## src/rtl/dec_scan_sequencer_pkg.sv

```systemverilog
// Shared definitions for the decoder scan sequencer: FSM encoding,
// synchroniser depth and the address-advance helper.
package dec_scan_sequencer_pkg;

    typedef enum logic [1:0] {
        ST_IDLE  = 2'd0,
        ST_BLANK = 2'd1,
        ST_DRIVE = 2'd2
    } state_e;

    localparam int unsigned SYNC_DEPTH = 2;

    function automatic logic [1:0] next_sel(input logic [1:0] sel);
        return sel + 2'd1;
    endfunction

endpackage

```

## src/rtl/dec_scan_sequencer_sync_edge_det.sv

```systemverilog
// Multi-flop synchroniser for an asynchronous pin with optional rising-edge
// pulse. All flops freeze while ena_i is low.
module sync_edge_det
    import dec_scan_sequencer_pkg::*;
#(
    parameter bit EDGE_EN = 1'b1
) (
    input  logic clk,
    input  logic rst_n,
    input  logic ena_i,
    input  logic d_i,
    output logic level_o,
    output logic rise_o
);

    logic [SYNC_DEPTH-1:0] sync_q;
    logic [SYNC_DEPTH-1:0] sync_d;

    always_comb begin
        sync_d = {sync_q[SYNC_DEPTH-2:0], d_i};
    end

    always_ff @(posedge clk or negedge rst_n) begin
        if (!rst_n) begin
            sync_q <= '0;
        end else if (ena_i) begin
            sync_q <= sync_d;
        end
    end

    assign level_o = sync_q[SYNC_DEPTH-1];

    generate
        if (EDGE_EN) begin : g_edge
            logic prev_q;

            always_ff @(posedge clk or negedge rst_n) begin
                if (!rst_n) begin
                    prev_q <= 1'b0;
                end else if (ena_i) begin
                    prev_q <= level_o;
                end
            end

            // Pulse holds while frozen; the FSM is frozen too, so it acts once.
            assign rise_o = level_o & ~prev_q;
        end else begin : g_no_edge
            assign rise_o = 1'b0;
        end
    endgenerate

endmodule

```

## src/rtl/dec_scan_sequencer.sv

```systemverilog
// Scan sequencer driving the 2-to-4 active-low decoder: auto/manual address
// scan with break-before-make blanking of the enable around every change.
module dec_scan_sequencer
    import dec_scan_sequencer_pkg::*;
#(
    parameter int unsigned DWELL_W   = 8,
    parameter int unsigned BLANK_CYC = 2
) (
    input  logic               clk,
    input  logic               rst_n,
    input  logic               ena,
    input  logic               start_i,
    input  logic               stop_i,
    input  logic               mode_i,
    input  logic               step_i,
    input  logic [DWELL_W-1:0] dwell_i,
    output logic [1:0]         sel_o,
    output logic               en_n_o,
    output logic               busy_o,
    output logic               wrap_o
);

    localparam int unsigned     BCW        = $clog2(BLANK_CYC + 1);
    localparam logic [BCW-1:0]  BLANK_LOAD = BCW'(BLANK_CYC - 1);

    logic start_p, stop_p, step_p, mode_s;
    logic start_lvl_unused, stop_lvl_unused, step_lvl_unused, mode_rise_unused;

    state_e             state_q, state_d;
    logic [1:0]         sel_q, sel_d;
    logic               en_n_q, en_n_d;
    logic               busy_q, busy_d;
    logic               wrap_q, wrap_d;
    logic [BCW-1:0]     blank_cnt_q, blank_cnt_d;
    logic [DWELL_W-1:0] dwell_cnt_q, dwell_cnt_d;
    logic               advance;

    sync_edge_det #(.EDGE_EN(1'b1)) u_sync_start (
        .clk     (clk),
        .rst_n   (rst_n),
        .ena_i   (ena),
        .d_i     (start_i),
        .level_o (start_lvl_unused),
        .rise_o  (start_p)
    );

    sync_edge_det #(.EDGE_EN(1'b1)) u_sync_stop (
        .clk     (clk),
        .rst_n   (rst_n),
        .ena_i   (ena),
        .d_i     (stop_i),
        .level_o (stop_lvl_unused),
        .rise_o  (stop_p)
    );

    sync_edge_det #(.EDGE_EN(1'b1)) u_sync_step (
        .clk     (clk),
        .rst_n   (rst_n),
        .ena_i   (ena),
        .d_i     (step_i),
        .level_o (step_lvl_unused),
        .rise_o  (step_p)
    );

    sync_edge_det #(.EDGE_EN(1'b0)) u_sync_mode (
        .clk     (clk),
        .rst_n   (rst_n),
        .ena_i   (ena),
        .d_i     (mode_i),
        .level_o (mode_s),
        .rise_o  (mode_rise_unused)
    );

    always_comb begin
        state_d     = state_q;
        sel_d       = sel_q;
        en_n_d      = en_n_q;
        busy_d      = busy_q;
        wrap_d      = 1'b0;
        blank_cnt_d = blank_cnt_q;
        dwell_cnt_d = dwell_cnt_q;
        advance     = 1'b0;

        if (stop_p) begin
            state_d = ST_IDLE;
            en_n_d  = 1'b1;
            busy_d  = 1'b0;
        end else begin
            unique case (state_q)
                ST_IDLE: begin
                    if (start_p) begin
                        state_d     = ST_BLANK;
                        sel_d       = 2'd0;
                        blank_cnt_d = BLANK_LOAD;
                        en_n_d      = 1'b1;
                        busy_d      = 1'b1;
                    end
                end
                ST_BLANK: begin
                    if (blank_cnt_q == '0) begin
                        state_d     = ST_DRIVE;
                        dwell_cnt_d = dwell_i;
                        en_n_d      = 1'b0;
                    end else begin
                        blank_cnt_d = blank_cnt_q - 1'b1;
                    end
                end
                ST_DRIVE: begin
                    // Counter saturates so a manual hold cannot wrap it.
                    if (dwell_cnt_q != '0) begin
                        dwell_cnt_d = dwell_cnt_q - 1'b1;
                    end
                    advance = mode_s ? step_p : (dwell_cnt_q == '0);
                    if (advance) begin
                        state_d     = ST_BLANK;
                        sel_d       = next_sel(sel_q);
                        wrap_d      = (sel_q == 2'd3);
                        blank_cnt_d = BLANK_LOAD;
                        en_n_d      = 1'b1;
                    end
                end
                default: begin
                    state_d = ST_IDLE;
                    en_n_d  = 1'b1;
                    busy_d  = 1'b0;
                end
            endcase
        end
    end

    always_ff @(posedge clk or negedge rst_n) begin
        if (!rst_n) begin
            state_q     <= ST_IDLE;
            sel_q       <= 2'd0;
            en_n_q      <= 1'b1;
            busy_q      <= 1'b0;
            wrap_q      <= 1'b0;
            blank_cnt_q <= '0;
            dwell_cnt_q <= '0;
        end else if (ena) begin
            state_q     <= state_d;
            sel_q       <= sel_d;
            en_n_q      <= en_n_d;
            busy_q      <= busy_d;
            wrap_q      <= wrap_d;
            blank_cnt_q <= blank_cnt_d;
            dwell_cnt_q <= dwell_cnt_d;
        end
    end

    assign sel_o  = sel_q;
    assign en_n_o = en_n_q;
    assign busy_o = busy_q;
    assign wrap_o = wrap_q;

endmodule

```

## config.mk

```make
export PLATFORM = sky130hd
export DESIGN_NAME = dec_scan_sequencer
export DESIGN_NICKNAME = d
export VERILOG_FILES = /design/src/rtl/dec_scan_sequencer_pkg.sv /design/src/rtl/dec_scan_sequencer_sync_edge_det.sv /design/src/rtl/dec_scan_sequencer.sv
export SDC_FILE = /design/constraint.sdc
export NUM_CORES = 1
export LEC_CHECK = 0
export BUFFER_PORTS_ARGS = -buffer_cell sky130_fd_sc_hd__buf_4
export CORE_ASPECT_RATIO = 1.25
export CORE_MARGIN = 2
export CORE_UTILIZATION = 45
export DETAILED_ROUTE_END_ITERATION = 12
export HOLD_SLACK_MARGIN = 0.03
export PLACE_DENSITY = 0.73
export SLEW_MARGIN = 40
export SYNTH_ARGS = -nofsm -noshare
export SYNTH_HDL_FRONTEND = slang
export SYNTH_SLANG_ARGS = --single-unit
```

## constraint.sdc

```tcl
create_clock -name clk -period 2.9 [get_ports clk]
set_clock_uncertainty 0.05 [all_clocks]
set_input_delay 0.29 -clock clk [delete_from_list [all_inputs] [get_ports clk]]
set_output_delay 0.29 -clock clk [all_outputs]
set_load 0.1 [all_outputs]
```

==> summary.txt, run 1 <==
Status
  – Status: completed

STA
  – RSZ-0062 raised after global routing: false
  – Worst Tran Pin Value: 0.754 ns
  – Worst relative slew slack: 0.497
  – Final-report max-slew violation count: 0
  – Minimum clock period: 2.58 ns
  – Final hold violation count: 0
  – Fin Hold WS: 0.179 ns
  – Fmax: 0.388 GHz
  – Finish-stage setup viols: 0
  – Final setup TNS: 0 ns
  – Crit share post-route: 0.890
  – Setup WS post-layout: 0.320 ns

Worst setup path
  – CP Launch Point: dwell_cnt_q[0]
  – Crit path max-delay family: simple AND/OR/NAND/NOR gates
  – CP Capture Type: register
  – Worst path slowest cell: or4b_4
  – Crit-path max cell delay: 0.50 ns
  – RR Startpoint: dwell_cnt_q[0]
  – Setup CP Type: register to register
  – Buf/Inv on CP: 1
  – Max FO, Critical Path: 11
  – CP required: 3.01 ns
  – Worst Path Arrival: 2.69 ns
  – Worst Reg2Reg Path Length in Cells: 7
  – Crit-path cells: inv_1, ha_1, or4b_4, nor4b_4, o21ai_2, nor4b_2, mux2_1
  – WP depth: 7
  – Startpoint Class: register

Floorplanning
  – Die Height: 70.0 um
  – Initial core utilization: 0.477
  – Die width: 56.8 um
  – Core box area: 3280 sq um
  – # IOs: 20
  – Rows: 23
  – Total Die Area: 3970 sq um

Synth
  – Ranking of synthesized cells by area: dfrtp_1, ha_1, mux2_2, inv_1, a21oi_1
  – Yosys cell types: 44
  – Syn_nets: 178
  – Mean Syn Cell Area: 10.2 sq um
  – Yosys top cell by area: dfrtp_1
  – Post-synthesis sequential area ratio: 0.448
  – Most common cell in the netlist: dfrtp_1
  – Asr flop ratio synth: 1.00
  – Post-synth EDFFs: 0
  – Share of the synthesized area in the top cell type: 0.431
  – Syn. warnings: 0
  – Syn Inst Count: 154
  – Post-synthesis register bit count: 28
  – Post-synth top flop: dfrtp_1
  – Mapped Area: 1570 sq um
  – Commonest cells in the synthesized netlist: dfrtp_1, inv_1, nand2_1

Place
  – Place WS: 0.366 ns
  – Detailed Place HPWL: 2.44 mm
  – I/O Buffers: 19
  – Placed cells: 206
  – GP Congestion: 0.864

Power and ir drop
  – Internal power: 1.01 mW
  – LEAKAGE: 0.809 nW
  – Peak supply drop: 704 uV
  – Combinational share of power: 0.465
  – Clock power frac: 0.169
  – Sequential share of power: 0.367
  – Pwr dens: 986 nW/um^2
  – Net Switching: 786 uW
  – Sw Ratio: 0.437

GRT
  – Total Routing Usage GR: 0.176
  – Largest net degree at the start of global routing: 29
  – Global route overflow: 0
  – Initial antenna violation count: 0
  – Vias in the first global route: 1232
  – First-pass GRT wire length: 5.64 mm

Route
  – Vias per inst: 6.11
  – 1st-iter DRT viols: 54
  – First drt pass iteration count: 4
  – DR DRC count: 0
  – Final WL: 3.33 mm
  – Via count: 1289
  – ANT nets after route: 0
  – Routed length per instance: 15.8 um

Cells and area
  – Area Growth Syn to Fin: 16.5%
  – Fin nets: 199
  – Layout Cells excl Fill: 211
  – Fraction of layout cells with a size suffix above 1: 0.241
  – Diode count: 0

CTS
  – H-Tree Depth: 1
  – CTS Sinks: 28
  – Root Buffer: clkbuf_8
  – TritonCTS clock tree: yes
  – Reg clk slew, reported paths: 0.09 ns
  – Skew-Pair Late Insertion Delay: 0.28 ns
  – Setup Fix Bufs, Post-CTS: 0
  – Longest Clk Path Bufs: 2
  – CTS buffer count: 3

Hold path
  – Hold Path Cell Cnt: 3
  – Hold Path Class: input pin to register
  – Hold Crit Start: dwell_i[2]

Run
  – Maxcap violations: 0
## cells by family (layout without fill, tap and decap cells)
kind of cell / Yosys count / count (layout) / synth area share
AND/OR/NAND/NOR: 47 / 47 / 0.175
buffers and inverters: 21 / 41 / 0.0551
AO/OA/AOI/OAI: 38 / 38 / 0.172
flip-flops: 28 / 28 / 0.448
adder cells (fa/ha/maj): 9 / 9 / 0.0719
multiplexers: 11 / 11 / 0.0783
## power groups by stage
stage	clock network, mW	logic [mW]	registers (mW)
floorplan	0	0.520	0.770
global placement	0	0.786	0.652
detailed placement	0	0.828	0.663
CTS	0.310	0.837	0.656
global route	0.332	0.916	0.677
finish	0.304	0.836	0.660
## routing by layer
metal | vias up | GRT usage | share of wire
met5 | - | 0 | 0
met4 | 0 | 0.0594 | 0.014
met3 | 7 | 0.0296 | 0.050
met2 | 47 | 0.302 | 0.52
met1 | 630 | 0.223 | 0.42
li1 | 605 | - | -
## sequential cells by signal, summed over array words and instances, names as in the netlist
register	flops
u_sync_start.sync_q	2
u_sync_step.sync_q	2
en_n_o	1
wrap_o	1
dwell_cnt_q	8
sel_o	2
busy_o	1
u_sync_stop.sync_q	2
u_sync_start.g_edge.prev_q	1
u_sync_mode.sync_q	2
u_sync_stop.g_edge.prev_q	1
state_q	2
blank_cnt_q	2
u_sync_step.g_edge.prev_q	1
## final timing paths
kind | endpoint | slack, ns
max | blank_cnt_q[0] | 0.32
min | dwell_cnt_q[2] | 0.18
max reg2reg | blank_cnt_q[0] | 0.32
min reg2reg | u_sync_start.sync_q[1] | 0.44
max in group asynchronous | en_n_o | 2.08
min in group asynchronous | dwell_cnt_q[2] | 0.41
## through the flow
step | power, mW | utilization | cell area (sq um)
final | 1.80 | 0.556 | 1830
after global routing | 1.92 | 0.556 | 1830
after CTS | 1.80 | 0.556 | 1830
after detailed placement | 1.49 | 0.532 | 1740
after global placement | 1.44 | 0.532 | 1740
after floorplan | 1.29 | - | 1570
## cell type report
cell class,instances,area (sq um)
clock inverters,1,30.0
repair buffers,23,175
multi-input cells,105,778
well taps,37,46.3
fillers,293,1460
inverters,14,52.6
clock buffers,3,41.3
flip-flops and latches,28,702
## repair_timing
action                    in CTS  in global routing
resized for setup              0                  0
hold endpoints to repair      27                  0
hold buffers                   1                  0
## placed cells by master (no fill, tap or decap), types with 2 or more instances in the layout
cell type	synthesis	routed
nor2b_1	2	2
nor2_1	9	9
inv_1	13	13
a31oi_1	2	2
o22ai_1	2	2
a21oi_1	8	8
or3_1	4	4
nor4_1	4	4
o21ai_0	7	7
nand2_1	10	10
o211ai_1	2	2
nand3_1	2	2
o31ai_1	3	3
clkbuf_8	0	3
mux2_2	9	9
buf_4	0	22
nor3_1	4	4
dfrtp_1	27	27
ha_1	9	9
nand2b_1	3	3
nand4_1	4	4
## worst min-delay path, delay by kind of cell
kind	cells	cell delay [ns]
buffers and inverters	1	0.08
AO/OA/AOI/OAI	1	0.06
AND/OR/NAND/NOR	1	0.04
Power figures use the tool's default switching activity.
==> inputs of run 2 (changes only) <==
clock period = 3.25 ns   (was 2.9 ns; I/O delays follow)
==> summary.txt, run 2 (synthesized netlist as in run 1, its figures left out) <==
STA
  – Worst relative slew slack: 0.452
  – Final hold violation count: 0
  – RSZ-0062 raised after global routing: false
  – Finish-stage setup viols: 0
  – Final setup TNS: 0 ns
  – Worst Tran Pin Value: 0.821 ns
  – Fmax: 0.361 GHz
  – Crit share post-route: 0.852
  – Final-report max-slew violation count: 0
  – Minimum clock period: 2.77 ns

Worst setup path
  – Crit-path cells: inv_1, ha_1, clkinv_1, a31o_2, o21ai_2, nor4b_2, mux2_1
  – Buf/Inv on CP: 2
  – Crit-path max cell delay: 0.48 ns
  – CP Capture Type: register
  – Setup CP Type: register to register
  – Startpoint Class: register
  – Max FO, Critical Path: 15
  – CP Launch Point: state_q[0]
  – Worst path slowest cell: ha_1
  – RR Startpoint: state_q[0]
  – Crit path max-delay family: compound AO/OA/AOI/OAI gates
  – CP required: 3.37 ns
  – Worst Path Arrival: 2.89 ns

Route
  – ANT nets after route: 0
  – Vias per inst: 5.87
  – Routed length per instance: 15.3 um
  – First drt pass iteration count: 4
  – Final WL: 3.18 mm
  – Via count: 1220
  – DR DRC count: 0
  – 1st-iter DRT viols: 53

Floorplanning
  – # IOs: 20
  – Die Height: 70.0 um
  – Total Die Area: 3970 sq um
  – Core box area: 3280 sq um
  – Initial core utilization: 0.477
  – Die width: 56.8 um
  – Rows: 23

CTS
  – CTS Sinks: 28
  – Reg clk slew, reported paths: 0.09 ns
  – Skew-Pair Late Insertion Delay: 0.28 ns
  – Root Buffer: clkbuf_8
  – Longest Clk Path Bufs: 2
  – H-Tree Depth: 1
  – PostCTS Resize Cnt: 0
  – Setup Fix Bufs, Post-CTS: 0
  – TritonCTS clock tree: yes
  – CTS buffer count: 3

Cells and area
  – Layout Cells excl Fill: 208
  – Most common cell after layout, fill and taps aside: dfrtp_1
  – Area Growth Syn to Fin: 15.1%
  – Fin nets: 196
  – Fraction of layout cells with a size suffix above 1: 0.228
  – Max reg flops: 8
  – Diode count: 0
  – Biggest register: dwell_cnt_q
  – Filler Cells Inserted: 292
  – Commonest cells after routing, fill and taps aside: dfrtp_1, buf_4, inv_1, nand2_1

Power and ir drop
  – LEAKAGE: 0.795 nW
  – Combinational share of power: 0.457
  – Net Switching: 697 uW
  – Pwr dens: 881 nW/um^2
  – Internal power: 891 uW
  – Peak supply drop: 536 uV
  – Sequential share of power: 0.369
  – Sw Ratio: 0.439
  – Clock power frac: 0.174

GRT
  – Largest net degree at the start of global routing: 29
  – Initial antenna violation count: 0
  – Global route overflow: 0
  – First-pass GRT wire length: 5.51 mm
  – Vias in the first global route: 1219
  – Total Routing Usage GR: 0.175

Hold path
  – Hold Crit Start: dwell_i[7]
  – Hold Path Class: input pin to register

Place
  – Placed cells: 203
  – Detailed Place HPWL: 2.32 mm
  – GP Congestion: 0.825
  – I/O Buffers: 19

Run
  – Maxcap violations: 0

Status
  – Status: completed
==> run 2: cell count changes in the layout (fill, tap and decap cells not counted), sizes merged <==
| cell | previous run | this run |
|---|---|---|
| buf | 22 | 19 |
==> run 2: cell type report <==
class | count | area [sq um] | area share
multi-input cells | 105 | 778 | 0.432
flip-flops and latches | 28 | 702 | 0.389
repair buffers | 20 | 153 | 0.0847
inverters | 14 | 52.6 | 0.0291
well taps | 37 | 46.3 | 0.0257
clock buffers | 3 | 41.3 | 0.0229
clock inverters | 1 | 30.0 | 0.0167
==> run 2: routing by layer <==
metal	track usage	vias up	wire, um
met5	0	-	0
met4	0.0620	0	52
met3	0.0333	6	131
met2	0.306	34	1590
met1	0.212	584	1410
li1	-	596	-
==> run 2: worst register-to-register path, stage by stage (launching register included) <==
cell and delay (ns):
dfrtp_1 0.44, inv_1 0.13, ha_1 0.48, clkinv_1 0.39
a31o_2 0.32, o21ai_2 0.39, nor4b_2 0.13, mux2_1 0.32
==> run 2: metrics by stage <==
| stage | setup slack (ns) | hold slack, ns | cell area (sq um) | util | total power, mW |
|---|---|---|---|---|---|
| after floorplan | 0.960 | -0.0206 | 1570 | - | 1.15 |
| after global placement | 0.677 | 0.209 | 1720 | 0.525 | 1.27 |
| after detailed placement | 0.522 | 0.210 | 1720 | 0.525 | 1.31 |
| after CTS | 0.510 | 0.211 | 1800 | 0.550 | 1.59 |
| after global routing | 0.306 | 0.217 | 1800 | 0.550 | 1.70 |
| final | 0.482 | 0.215 | 1800 | 0.550 | 1.59 |
==> run 2: worst paths after layout <==
check	endpoint	cells after the start	slack (ns)
worst min register to register	u_sync_start.sync_q[1]	2	0.44
worst max register to register	blank_cnt_q[0]	7	0.48
worst min-delay path	dwell_cnt_q[7]	3	0.22
min in group asynchronous	dwell_cnt_q[0]	2	0.45
max in group asynchronous	en_n_o	2	2.40
worst max-delay path	blank_cnt_q[0]	7	0.48
==> run 2: repair_timing <==
action / CTS / global route
setup endpoints to repair: 0 / 0
hold buffers: 1 / 0
endpoints found under the hold margin: 27 / 0
==> run 2: power groups by stage <==
stage / clock network [mW] / logic [mW] / registers (mW)
global placement: 0 / 0.685 / 0.584
detailed placement: 0 / 0.718 / 0.593
finish: 0.276 / 0.725 / 0.586
CTS: 0.282 / 0.725 / 0.585
floorplan: 0 / 0.464 / 0.687
global route: 0.294 / 0.798 / 0.612
==> inputs of run 3 (changes only) <==
CTS_BUF_LIST = sky130_fd_sc_hd__clkbuf_16   (was default)
==> summary.txt, run 3 (synthesized netlist as in run 1, its figures left out) <==
Power and ir drop
  – Sw Ratio: 0.419
  – Net Switching: 699 uW
  – Combinational share of power: 0.430
  – Sequential share of power: 0.352
  – Clock power frac: 0.218
  – Peak supply drop: 508 uV
  – Internal power: 970 uW
  – LEAKAGE: 0.811 nW
  – Pwr dens: 908 nW/um^2

Route
  – 1st-iter DRT viols: 36
  – Via count: 1224
  – Final WL: 3.17 mm
  – Routed length per instance: 15.2 um
  – DR DRC count: 0
  – Vias per inst: 5.88
  – First drt pass iteration count: 4
  – ANT nets after route: 0

Cells and area
  – Most common cell after layout, fill and taps aside: dfrtp_1
  – Diode count: 0
  – Area Growth Syn to Fin: 17.3%
  – Fin nets: 196
  – Fraction of layout cells with a size suffix above 1: 0.228
  – Biggest register: dwell_cnt_q
  – Utilization after layout: 0.560
  – Commonest cells after routing, fill and taps aside: dfrtp_1, buf_4, inv_1, nand2_1
  – Max reg flops: 8

Floorplanning
  – Total Die Area: 3970 sq um
  – Rows: 23
  – Core box area: 3280 sq um
  – Die Height: 70.0 um
  – Die width: 56.8 um
  – # IOs: 20
  – Initial core utilization: 0.477

Worst setup path
  – CP Capture Type: register
  – Buf/Inv on CP: 2
  – Worst Path Arrival: 2.84 ns
  – Startpoint Class: register
  – Crit-path max cell delay: 0.47 ns
  – RR Startpoint: state_q[0]
  – Reg2reg end: blank_cnt_q[0]
  – Worst Reg2Reg Path Length in Cells: 7
  – R2R setup slack: 0.51 ns
  – Crit path max-delay family: compound AO/OA/AOI/OAI gates
  – CP required: 3.35 ns
  – Crit-path cells: inv_1, ha_1, clkinv_1, a31o_2, o21ai_2, nor4b_2, mux2_1
  – Setup CP Type: register to register
  – Max FO, Critical Path: 15
  – Worst path slowest cell: ha_1

STA
  – Final hold violation count: 0
  – Final-report max-slew violation count: 0
  – Worst relative slew slack: 0.458
  – Crit share post-route: 0.843
  – RSZ-0062 raised after global routing: false
  – Finish-stage setup viols: 0
  – Worst Tran Pin Value: 0.813 ns
  – Final setup TNS: 0 ns
  – Minimum clock period: 2.74 ns
  – Fin Hold WS: 0.234 ns
  – Fmax: 0.365 GHz

Place
  – Detailed Place HPWL: 2.32 mm
  – GP Congestion: 0.825
  – I/O Buffers: 19

CTS
  – Skew-Pair Late Insertion Delay: 0.27 ns
  – CTS buffer count: 3
  – TritonCTS clock tree: yes
  – CTS Sinks: 28
  – Longest Clk Path Bufs: 2
  – Root Buffer: clkbuf_16
  – H-Tree Depth: 1
  – PostCTS Resize Cnt: 0
  – Reg clk slew, reported paths: 0.07 ns

Run
  – Maxcap violations: 0

GRT
  – Global route overflow: 0
  – Initial antenna violation count: 0
  – Total Routing Usage GR: 0.180
  – Largest net degree at the start of global routing: 29
  – First-pass GRT wire length: 5.62 mm
  – Vias in the first global route: 1234

Hold path
  – Hold Crit Start: dwell_i[7]
  – Hold Path Sink: dwell_cnt_q[7]
  – Hold Path Class: input pin to register
  – Hold Path Cell Cnt: 3

Status
  – Status: completed
[run 3: cell counts in the layout (fill, tap and decap cells not counted)]
No cell type changed its count.
[run 3: area by class of cell]
cell class / instances / area [sq um]
multi-input combinational: 105 / 778
clock buffer: 3 / 75.1
inverter: 14 / 52.6
sequential: 28 / 702
clock inverter: 1 / 30.0
timing repair buffer: 20 / 153
tap: 37 / 46.3
fill: 289 / 1440
[run 3: tightest hold or removal path, stage by stage]
cell and delay [ns]:
buf_4 0.08, nand2_1 0.04, nand3_1 0.07
[run 3: worst max-delay path by stage]
| stage | start | to | depth (start not counted) |
|---|---|---|---|
| after global placement | state_q[0] | blank_cnt_q[0] | 7 |
| after CTS | state_q[0] | blank_cnt_q[0] | 7 |
| after detailed placement | state_q[0] | blank_cnt_q[0] | 7 |
| after floorplan | dwell_cnt_q[0] | blank_cnt_q[0] | 7 |
| final | state_q[0] | blank_cnt_q[0] | 7 |
| after global routing | state_q[0] | state_q[0] | 7 |
[run 3: repair_timing]
action / CTS / global route
hold buffers: 1 / 0
buffers inserted: 0 / 0
hold endpoints to repair: 27 / 0
[run 3: layer usage]
metal / global-route usage / vias up / wire, um
met5: 0 / - / 0
met2: 0.317 / 29 / 1610
met1: 0.214 / 589 / 1370
met3: 0.0241 / 7 / 114
li1: - / 599 / -
met4: 0.0827 / 0 / 70
[run 3: stage by stage]
step | worst slack [ns] | std cells | area, sq um | power (mW)
detailed placement | 0.522 | 203 | 1720 | 1.31
CTS | 0.500 | 208 | 1840 | 1.68
finish | 0.511 | 208 | 1840 | 1.67
global placement | 0.677 | 203 | 1720 | 1.27
floorplan | 0.960 | 154 | 1570 | 1.15
global route | 0.291 | 208 | 1840 | 1.79
[run 3: power groups by stage]
stage	Sequential [mW]	Combinational, mW	Clock (mW)
final	0.587	0.717	0.364
after global routing	0.612	0.799	0.383
after CTS	0.586	0.721	0.372
after detailed placement	0.593	0.718	0
after global placement	0.584	0.685	0
after floorplan	0.687	0.464	0
